$ cat config.mk
export PLATFORM = sky130hd
export DESIGN_NAME = cla_multicycle_adder_flat
export DESIGN_NICKNAME = d
export VERILOG_FILES = /design/src/rtl/cla_multicycle_adder_if.sv /design/src/rtl/cla_multicycle_adder.sv /design/src/flat_wrapper.sv
export SDC_FILE = /design/constraint.sdc
export NUM_CORES = 1
export LEC_CHECK = 0
export CAP_MARGIN = 20
export CELL_PAD_IN_SITES_DETAIL_PLACEMENT = 1
export CELL_PAD_IN_SITES_GLOBAL_PLACEMENT = 2
export CORE_ASPECT_RATIO = 1.25
export CORE_MARGIN = 3
export CORE_UTILIZATION = 31
export CTS_CLUSTER_DIAMETER = 50
export DETAILED_ROUTE_END_ITERATION = 16
export GPL_TIMING_DRIVEN = 0
export HOLD_SLACK_MARGIN = 0.05
export PLACE_DENSITY_LB_ADDON = 0.2
export SYNTH_ARGS = -nofsm -noshare
export SYNTH_HDL_FRONTEND = slang
export SYNTH_SLANG_ARGS = --single-unit
$ cat constraint.sdc
create_clock -name clk -period 4.4 [get_ports clk]
set_input_delay 0.66 -clock clk [delete_from_list [all_inputs] [get_ports clk]]
set_output_delay 0.66 -clock clk [all_outputs]
set_load 0.05 [all_outputs]
$ cat src/rtl/cla_multicycle_adder_if.sv
// Handshake and operand/result bundle for cla_multicycle_adder.
// The master drives the request side (start, sub, cin, a, b); the slave
// (the adder) returns busy/done and the registered result.
interface cla_multicycle_adder_if #(
    parameter int WIDTH = 32
);
    logic             start;
    logic             sub;
    logic             cin;
    logic [WIDTH-1:0] a;
    logic [WIDTH-1:0] b;
    logic             busy;
    logic             done;
    logic [WIDTH-1:0] sum;
    logic             cout;
    logic             overflow;

    modport master (
        output start, sub, cin, a, b,
        input  busy, done, sum, cout, overflow
    );

    modport slave (
        input  start, sub, cin, a, b,
        output busy, done, sum, cout, overflow
    );
endinterface

$ cat src/rtl/cla_multicycle_adder.sv
// Multi-cycle carry-lookahead adder/subtractor.
// One SLICE-bit lookahead group is resolved per clock; the group carry is
// held in carry_r between cycles. Partial sums collect in acc_r and are
// only copied to the visible sum on the completion edge, so intermediate
// slices never appear on the outputs.
module cla_multicycle_adder #(
    parameter int WIDTH = 32,
    parameter int SLICE = 8
) (
    input  logic                   clk,
    input  logic                   rst,
    cla_multicycle_adder_if.slave  bus
);
    localparam int NSLICE = WIDTH / SLICE;
    localparam int IDXW   = (NSLICE > 1) ? $clog2(NSLICE) : 1;

    typedef enum logic [1:0] {
        ST_IDLE = 2'b00,
        ST_BUSY = 2'b01,
        ST_DONE = 2'b10
    } state_t;

    state_t            state_r;
    state_t            state_nx_s;

    logic [WIDTH-1:0]  a_r;
    logic [WIDTH-1:0]  b_r;
    logic [WIDTH-1:0]  acc_r;
    logic              carry_r;
    logic [IDXW-1:0]   idx_r;

    logic              busy_r;
    logic              done_r;
    logic [WIDTH-1:0]  sum_r;
    logic              cout_r;
    logic              ovf_r;

    logic              accept_s;
    logic              last_s;
    logic [31:0]       base_s;
    logic [SLICE-1:0]  a_slice_s;
    logic [SLICE-1:0]  b_slice_s;
    logic [SLICE-1:0]  p_s;
    logic [SLICE-1:0]  g_s;
    logic [SLICE-1:0]  c_s;
    logic [SLICE-1:0]  gen_c_s;
    logic              group_p_s;
    logic              group_g_s;
    logic              slice_cout_s;
    logic [SLICE-1:0]  slice_sum_s;
    logic [WIDTH-1:0]  result_s;

    // Flattened lookahead: every carry is a sum of products of the generate
    // and propagate terms plus the incoming carry, with no ripple chain.
    function automatic logic [SLICE-1:0] la_carries(
        input logic [SLICE-1:0] p,
        input logic [SLICE-1:0] g,
        input logic             c_in
    );
        logic [SLICE-1:0] c;
        logic             term;
        for (int i = 0; i < SLICE; i++) begin
            c[i] = g[i];
            for (int j = 0; j < i; j++) begin
                term = g[j];
                for (int k = j + 1; k <= i; k++) begin
                    term = term & p[k];
                end
                c[i] = c[i] | term;
            end
            term = c_in;
            for (int k = 0; k <= i; k++) begin
                term = term & p[k];
            end
            c[i] = c[i] | term;
        end
        return c;
    endfunction

    assign accept_s     = bus.start && ((state_r == ST_IDLE) || (state_r == ST_DONE));
    assign last_s       = (idx_r == IDXW'(NSLICE - 1));
    assign base_s       = 32'(idx_r) * 32'(SLICE);

    assign a_slice_s    = a_r[base_s +: SLICE];
    assign b_slice_s    = b_r[base_s +: SLICE];
    assign p_s          = a_slice_s ^ b_slice_s;
    assign g_s          = a_slice_s & b_slice_s;
    assign c_s          = la_carries(p_s, g_s, carry_r);
    assign gen_c_s      = la_carries(p_s, g_s, 1'b0);
    assign group_p_s    = &p_s;
    assign group_g_s    = gen_c_s[SLICE-1];
    assign slice_cout_s = group_g_s | (group_p_s & carry_r);
    assign slice_sum_s  = p_s ^ {c_s[SLICE-2:0], carry_r};

    // Accumulator with the current slice's sum bits merged in
    always_comb begin
        result_s = acc_r;
        result_s[base_s +: SLICE] = slice_sum_s;
    end

    // Next-state logic: accept in IDLE/DONE, finish on the last slice
    always_comb begin
        state_nx_s = state_r;
        case (state_r)
            ST_IDLE: begin
                if (bus.start) begin
                    state_nx_s = ST_BUSY;
                end else begin
                    state_nx_s = ST_IDLE;
                end
            end
            ST_BUSY: begin
                if (last_s) begin
                    state_nx_s = ST_DONE;
                end else begin
                    state_nx_s = ST_BUSY;
                end
            end
            ST_DONE: begin
                if (bus.start) begin
                    state_nx_s = ST_BUSY;
                end else begin
                    state_nx_s = ST_IDLE;
                end
            end
            default: begin
                state_nx_s = ST_IDLE;
            end
        endcase
    end

    // State register
    always_ff @(posedge clk or posedge rst) begin
        if (rst) begin
            state_r <= ST_IDLE;
        end else begin
            state_r <= state_nx_s;
        end
    end

    // Operand capture on accept, then one slice per cycle into the accumulator
    always_ff @(posedge clk or posedge rst) begin
        if (rst) begin
            a_r     <= {WIDTH{1'b0}};
            b_r     <= {WIDTH{1'b0}};
            acc_r   <= {WIDTH{1'b0}};
            carry_r <= 1'b0;
            idx_r   <= {IDXW{1'b0}};
        end else if (accept_s) begin
            a_r     <= bus.a;
            b_r     <= bus.b ^ {WIDTH{bus.sub}};
            carry_r <= bus.sub ? ~bus.cin : bus.cin;
            idx_r   <= {IDXW{1'b0}};
        end else if (state_r == ST_BUSY) begin
            acc_r   <= result_s;
            carry_r <= slice_cout_s;
            idx_r   <= last_s ? {IDXW{1'b0}} : (idx_r + IDXW'(1));
        end
    end

    // Registered handshake flags and result, updated only on completion
    always_ff @(posedge clk or posedge rst) begin
        if (rst) begin
            busy_r <= 1'b0;
            done_r <= 1'b0;
            sum_r  <= {WIDTH{1'b0}};
            cout_r <= 1'b0;
            ovf_r  <= 1'b0;
        end else begin
            busy_r <= (state_nx_s == ST_BUSY);
            done_r <= (state_nx_s == ST_DONE);
            if ((state_r == ST_BUSY) && last_s) begin
                sum_r  <= result_s;
                cout_r <= slice_cout_s;
                ovf_r  <= c_s[SLICE-2] ^ slice_cout_s;
            end
        end
    end

    assign bus.busy     = busy_r;
    assign bus.done     = done_r;
    assign bus.sum      = sum_r;
    assign bus.cout     = cout_r;
    assign bus.overflow = ovf_r;
endmodule

$ cat src/flat_wrapper.sv
// flat-port wrapper written by rule: the top's interface ports become plain ports
module cla_multicycle_adder_flat 
#(
    parameter int WIDTH = 32,
    parameter int SLICE = 8
)
  (clk, rst, bus_start, bus_sub, bus_cin, bus_a, bus_b, bus_busy, bus_done, bus_sum, bus_cout, bus_overflow);
  cla_multicycle_adder_if #(.WIDTH(WIDTH)) bus_i ();
  input  logic clk;
  input  logic rst;
  input wire logic [$bits(bus_i.start)-1:0] bus_start;
  input wire logic [$bits(bus_i.sub)-1:0] bus_sub;
  input wire logic [$bits(bus_i.cin)-1:0] bus_cin;
  input wire logic [$bits(bus_i.a)-1:0] bus_a;
  input wire logic [$bits(bus_i.b)-1:0] bus_b;
  output wire logic [$bits(bus_i.busy)-1:0] bus_busy;
  output wire logic [$bits(bus_i.done)-1:0] bus_done;
  output wire logic [$bits(bus_i.sum)-1:0] bus_sum;
  output wire logic [$bits(bus_i.cout)-1:0] bus_cout;
  output wire logic [$bits(bus_i.overflow)-1:0] bus_overflow;
  assign bus_i.start = bus_start;
  assign bus_i.sub = bus_sub;
  assign bus_i.cin = bus_cin;
  assign bus_i.a = bus_a;
  assign bus_i.b = bus_b;
  assign bus_busy = bus_i.busy;
  assign bus_done = bus_i.done;
  assign bus_sum = bus_i.sum;
  assign bus_cout = bus_i.cout;
  assign bus_overflow = bus_i.overflow;
  cla_multicycle_adder #(.WIDTH(WIDTH), .SLICE(SLICE)) u_core (.clk(clk), .rst(rst), .bus(bus_i));
endmodule
=== Word level (Yosys, flattened, before mapping) ===
Cells that the tools add are included.

* Add/subtract/negate cells: 2
* Multipliers: 0
* Divide/modulo/power cells: 0
* $lt $le $gt $ge: 0
* Eq/ne operators: 5
* Shift operators: 4
* Multiplexer cells: 10
* Bitwise operators: 79
* Reductions and logical operators: 8

{| class="wikitable"
|+ Operators by type and width
! kind !! count
|-
| variable part select 32 x 6 -> 8 bit || 2
|-
| bitwise AND 1 bit || 36
|-
| OR 1 bit || 36
|-
| negation 5 -> 34 bit || 1
|-
| variable shift 8 x 34 -> 32 bit (first input constant) || 1
|-
| variable part select 8 x 34 -> 32 bit || 1
|-
| bitwise mux 32 bit || 1
|-
| bitwise XOR 32 bit || 1
|-
| bitwise XOR 8 bit || 2
|-
| bitwise AND 8 bit || 1
|-
| 2-to-1 mux 2 bit || 4
|-
| AND reduction 8 bit || 1
|-
| == test 2 bit (second input constant) || 3
|-
| == test 2 x 1 -> 1 bit (second input constant) || 2
|-
| 2-to-1 mux 1 bit || 4
|-
| case mux 2 bit (2 select lines) || 1
|-
| adder 2 x 1 -> 2 bit (second input constant) || 1
|-
| logical AND 1 bit || 2
|-
| logical NOT 2 bit || 1
|-
| inverter 1 bit || 2
|-
| AND reduction 2 bit || 1
|-
| nonzero test 2 bit || 1
|-
| OR reduction 2 bit || 1
|-
| logical OR 1 bit || 1
|-
| bitwise XOR 1 bit || 1
|}

* Bits in registers: 137
* Latch bits: 0
* RAM bits: 0
* Bits in read-only memories: 0
* Input bits: 69
* Output and inout bits: 36
* Logic and storage cells: 119
* Memories: 0

=== Depth between registers and ports, before layout ===
Gate-level depths: netlist (run 1).

* Word-level depth: 19
* Gate-level depth with buffers: 10

=== Worst setup path before layout (run 1) ===
Ideal clock, no wire load.

* Path type: reg-to-reg
* Start: register u_core.idx_r[0]
* End: register u_core.acc_r[23]
* Setup time: 0.121 ns
* Data arrival time: 2.972 ns
* Data required time: 4.279 ns
* Path slack: 1.306 ns
* Stages on the path, launching flop included: 11
* Path buffers: 2
* Path through: dfrtp_1 buf_4 buf_2 mux4_2 ha_1 ha_1 o21ai_2 and2_4 o311a_4 xnor2_4 a22o_2

* Word-level cells in the longest chain between the ends: 18

{| class="wikitable"
|+ Ends and longest elaborated chain
! item !! line !! text
|-
| start: declaration || cla_multicycle_adder.sv:30 || <nowiki>logic [IDXW-1:0] idx_r;</nowiki>
|-
| start signal: assignment || cla_multicycle_adder.sv:148 || <nowiki>idx_r <= {IDXW{1'b0}};</nowiki>
|-
| start signal: assignment || cla_multicycle_adder.sv:153 || <nowiki>idx_r <= {IDXW{1'b0}};</nowiki>
|-
| start signal: assignment || cla_multicycle_adder.sv:157 || <nowiki>idx_r <= last_s ? {IDXW{1'b0}} : (idx_r + IDXW'(1));</nowiki>
|-
| variable part select 32 x 6 -> 8 bit (on tied branches) || cla_multicycle_adder.sv:84, cla_multicycle_adder.sv:85 ||
|-
| bitwise AND 8 bit or bitwise XOR 8 bit (tied branches) || cla_multicycle_adder.sv:87, cla_multicycle_adder.sv:86 ||
|-
| bitwise AND 1 bit (2 in a row) || cla_multicycle_adder.sv:67 || <nowiki>term = term & p[k];</nowiki>
|-
| bitwise AND 1 bit (2 in a row) || n/a ||
|-
| bitwise AND 1 bit (2 in a row) || cla_multicycle_adder.sv:67 ||
|-
| OR 1 bit || cla_multicycle_adder.sv:69 || <nowiki>c[i] = c[i] | term;</nowiki>
|-
| OR 1 bit (5 in a row) || n/a ||
|-
| OR 1 bit || cla_multicycle_adder.sv:75 || <nowiki>c[i] = c[i] | term;</nowiki>
|-
| bitwise XOR 8 bit || cla_multicycle_adder.sv:93 || <nowiki>assign slice_sum_s = p_s ^ {c_s[SLICE-2:0], carry_r};</nowiki>
|-
| variable part select 8 x 34 -> 32 bit || cla_multicycle_adder.sv:98 || <nowiki>result_s[base_s +: SLICE] = slice_sum_s;</nowiki>
|-
| bitwise mux 32 bit * || cla_multicycle_adder.sv:98 ||
|-
| end signal: assignment || cla_multicycle_adder.sv:146 || <nowiki>acc_r <= {WIDTH{1'b0}};</nowiki>
|-
| end signal: assignment || cla_multicycle_adder.sv:155 || <nowiki>acc_r <= result_s;</nowiki>
|-
| end: declaration || cla_multicycle_adder.sv:28 || <nowiki>logic [WIDTH-1:0] acc_r;</nowiki>
|}

Every way passes the cells marked *; elsewhere a longest branch is shown, timed or not.
A chain may end at the register's enable or synchronous reset.

=== Final worst setup path (run 1) ===
* Start: register u_core.idx_r[1]
* End: register u_core.sum_r[2] (netlist: u_core.bus.sum[2])

* Word-level cells in the longest chain between the ends: 18

{| class="wikitable"
|+ Ends and longest elaborated chain
! item !! line !! text
|-
| variable part select 32 x 6 -> 8 bit (on tied branches) || cla_multicycle_adder.sv:84, cla_multicycle_adder.sv:85 ||
|-
| bitwise AND 8 bit or bitwise XOR 8 bit (tied branches) || cla_multicycle_adder.sv:87, cla_multicycle_adder.sv:86 ||
|-
| bitwise AND 1 bit (2 in a row) || cla_multicycle_adder.sv:67 ||
|-
| bitwise AND 1 bit (2 in a row) || n/a ||
|-
| bitwise AND 1 bit (2 in a row) || cla_multicycle_adder.sv:67 ||
|-
| OR 1 bit || cla_multicycle_adder.sv:69 ||
|-
| OR 1 bit (5 in a row) || n/a ||
|-
| OR 1 bit || cla_multicycle_adder.sv:75 ||
|-
| bitwise XOR 8 bit || cla_multicycle_adder.sv:93 ||
|-
| variable part select 8 x 34 -> 32 bit || cla_multicycle_adder.sv:98 ||
|-
| bitwise mux 32 bit || cla_multicycle_adder.sv:98 ||
|-
| end signal: assignment || cla_multicycle_adder.sv:166 || <nowiki>sum_r <= {WIDTH{1'b0}};</nowiki>
|-
| end signal: assignment || cla_multicycle_adder.sv:173 || <nowiki>sum_r <= result_s;</nowiki>
|-
| end: declaration || cla_multicycle_adder.sv:34 || <nowiki>logic [WIDTH-1:0] sum_r;</nowiki>
|}

Several ways; a longest one is shown, not always the timed one.

==> results of run 1 <==
## sequential cells by signal (all words and copies together), names as in the netlist
name / cells
u_core.acc_r: 32
u_core.bus.busy: 1
u_core.bus.overflow: 1
u_core.b_r: 32
u_core.bus.cout: 1
u_core.state_r: 2
u_core.bus.sum: 32
u_core.carry_r: 1
u_core.a_r: 32
u_core.bus.done: 1
u_core.idx_r: 2
## layer usage
| layer | share of wire, % | vias to the layer above |
|---|---|---|
| met5 | 0 | - |
| met4 | 1.7 | 0 |
| met3 | 2.9 | 14 |
| met2 | 54 | 103 |
| met1 | 41 | 2400 |
| li1 | - | 2199 |
## area by class of cell
cell class	instances	area, sq um
Multi-Input combinational cell	362	2850
Fill cell	2181	11800
Sequential cell	137	3430
Clock inverter	6	86.3
Clock buffer	26	509
Inverter	10	42.5
Buffer	36	169
Tap cell	270	338
Timing Repair Buffer	104	1060
## cells by family (layout without fill, tap and decap cells)
kind of cell             Yosys count  in the layout  synth area share (%)
AO/OA/AOI/OAI                    138            138                  14.8
XOR/XNOR                          42             42                  6.08
AND/OR/NAND/NOR                  118            118                  8.82
adder cells (fa/ha/maj)           16             16                  3.20
buffers and inverters             46            182                  3.18
multiplexers                      48             48                  11.1
flip-flops                       137            137                  52.9
## cells in the final DEF (no fill, tap or decap), types with 4 or more instances in the layout
master           netlist  routed
ha_1                  15      15
clkdlybuf4s50_1        0     103
a221oi_1              16      16
clkbuf_16              0      17
dfrtp_1              137     137
inv_1                 10       9
a22o_1                30      30
mux2_2                32      32
o21ai_1                4       4
o21ai_0               48      48
nand2_1               47      47
xnor2_1               37      37
clkbuf_1              12      16
a21oi_1               22      22
mux4_2                16      16
clkbuf_8               0       5
and2_1                 5       5
and3_1                11      11
nor2_1                34      34
buf_2                 18      18
nor3b_1                7       7
## power by group through the flow
stage                     sequential, mW  combinational [mW]  clock, mW
after global placement              2.12                4.43          0
final                               2.13                4.50       1.43
after CTS                           2.14                4.57       1.47
after detailed placement            2.16                4.55          0
after global routing                2.20                4.94       1.53
after floorplan                     2.52                2.74          0
## stage by stage
| step | instances | power [mW] | util [%] |
|---|---|---|---|
| after CTS | 951 | 8.17 | 41.7 |
| after detailed placement | 919 | 6.71 | 38.8 |
| after global routing | 951 | 8.67 | 41.7 |
| after global placement | 918 | 6.55 | 38.7 |
| after floorplan | 545 | 5.27 | - |
| final | 951 | 8.07 | 41.7 |
## final timing paths
check                                startpoint                end  slack [ps]  cells past startpoint
worst max register to register  u_core.idx_r[1]  u_core.bus.sum[2]         300                     10
max in group asynchronous                   rst    u_core.acc_r[5]        2920                      3
worst min register to register    u_core.b_r[2]      u_core.b_r[2]         480                      2
min in group asynchronous                   rst     u_core.a_r[27]         690                      2
worst min-delay path              u_core.b_r[2]      u_core.b_r[2]         480                      2
worst max-delay path            u_core.idx_r[1]  u_core.bus.sum[2]         300                     10
## critical path, cell delays in order (launching register included)
cell	delay, ps
dfrtp_1	430
clkbuf_1	500
buf_1	630
mux4_2	470
ha_1	330
ha_1	160
o21ai_2	80
and2_4	190
xnor2_1	810
a221oi_1	260
nor2_1	160
==> key figures, run 1 <==
Floorplan
  – Die ar.: 22700 sq um
  – Die W: 135 um
  – Starting Density: 31.9%
  – Die H: 168 um
  – Row count: 58
  – # IOs: 105
  – Core Area: 20300 sq um

Global routing
  – First-pass GRT wire length: 29300 um
  – Vias in the first global route: 5292
  – Layer with the highest usage: met2
  – GR Util met2: 30.0%
  – GR Util met1: 20.4%
  – Met3 usage in global routing: 2.94%
  – Largest net degree at the start of global routing: 73
  – Initial antenna violation count: 0
  – Gr usage total: 16.8%
  – Final global-route overflow total: 0

STA
  – Final worst slack: 296 ps
  – Setup TNS Final: 0 ps
  – Hold Fails Final Rpt: 0
  – Peak Freq: 244 MHz
  – Slew Limit Fails: 0
  – Setup Viol. Count Final: 0
  – Tmin final: 4100 ps
  – Fin crit share: 93.3%
  – Hold Slack: 479 ps
  – Skew final: 8.43 ps
  – Slew HR: 29.4%
  – RSZ-0062 raised after global routing: no
  – Worst slew pin tran: 1050 ps

Place
  – Pre-CTS setup slack: 221 ps
  – Area after DPL: 7890 sq um
  – Gp weighted congestion: 0.814
  – IO Port Bufs: 103
  – Post-DP HPWL: 13800 um

Critical path
  – CP Max Fanout: 10
  – WP data arrival: 4450 ps
  – WP data required: 4740 ps
  – Critical path class: reg -> reg
  – Crit start category: flip-flop
  – Crit. End Element: flip-flop

Synthesis
  – Syn nets: 630
  – Syn_area_per_cell: 11.9 sq um
  – Dominant cell by count in the synthesized netlist: dfrtp_1
  – Cells after Synth: 545
  – Netlist Area Pre-Place: 6490 sq um
  – Synth Register Bits: 137
  – Yosys cell types: 48
  – Synth warnings: 0
  – FFs w/ async S/R, synth: 100%
  – Area fraction of the dominant cell type after synthesis: 52.9%
  – Post-synth EDFFs: 0
  – Ys flop type: dfrtp_1
  – Synth area leaders: dfrtp_1, mux2_2, mux4_2, xnor2_1, a22o_1
  – Register area share after synthesis: 52.9%
  – Yosys top cell by area: dfrtp_1
  – Commonest cells post-synth: dfrtp_1, o21ai_0, nand2_1

Clock network
  – Num CTS Buffers: 17
  – CTS resizes: 0
  – H-tree depth reported by CTS: 4
  – CTS sink count: 137
  – Clock buffer depth: 2
  – Worst-path clk slew: 60 ps
  – Hold buffer count at CTS: 0
  – CTS tree: done
  – Clk_lat worst skew: 420 ps
  – Total setup buffers inserted after CTS: 0
  – Clock Tree Root: clkbuf_16

Routing
  – Starting DRT DRC Count: 222
  – Via count: 4716
  – DRC violations left: 0
  – Final antenna-violating net count: 0
  – DR pass1 iterations: 4
  – Vias per cell: 4.96
  – Post-Route WL: 18100 um
  – Drt wl/cell: 19.0 um

Power and ir drop
  – Comb power frac: 55.8%
  – Net Sw Frac: 44.9%
  – Flop pwr share: 26.4%
  – Peak supply drop: 360 uV
  – P_int: 4.45 mW
  – Leakage power: 3.63 nW
  – Clock Power Share: 17.8%
  – Psw: 3.62 mW
  – Pwr/cell area: 951 nW/um^2

Cells and area
  – Nets: 753
  – Layout cells sized above 1: 16.9%
  – Area added between synthesis and finish: 30.8%
  – Final Cell Area: 8480 sq um
  – Antenna diodes: 0

Run status
  – Outcome: completed

Min path
  – Type of the worst min-delay path: reg -> reg

Job
  – Reported max-cap violation count: 0
Note: power is estimated with default switching activity, not from simulation.
==> run 2: changes to the inputs <==
Settings changed: TNS_END_PERCENT set to 1.
==> results of run 2 <==
Final layout, timing and power as in run 1 (identical DEF).
==> run 3: changes to the inputs <==
--- a/constraint.sdc
+++ b/constraint.sdc
@@ -3,2 +3,2 @@
 set_output_delay 0.66 -clock clk [all_outputs]
-set_load 0.05 [all_outputs]
+set_load 0.02 [all_outputs]
==> results of run 3 <==
The final DEF is identical to that of run 1. Status: completed.
Among the figures that moved: total power 8.07 mW -> 7.76 mW; worst IR drop on VDD 360 uV -> 359 uV
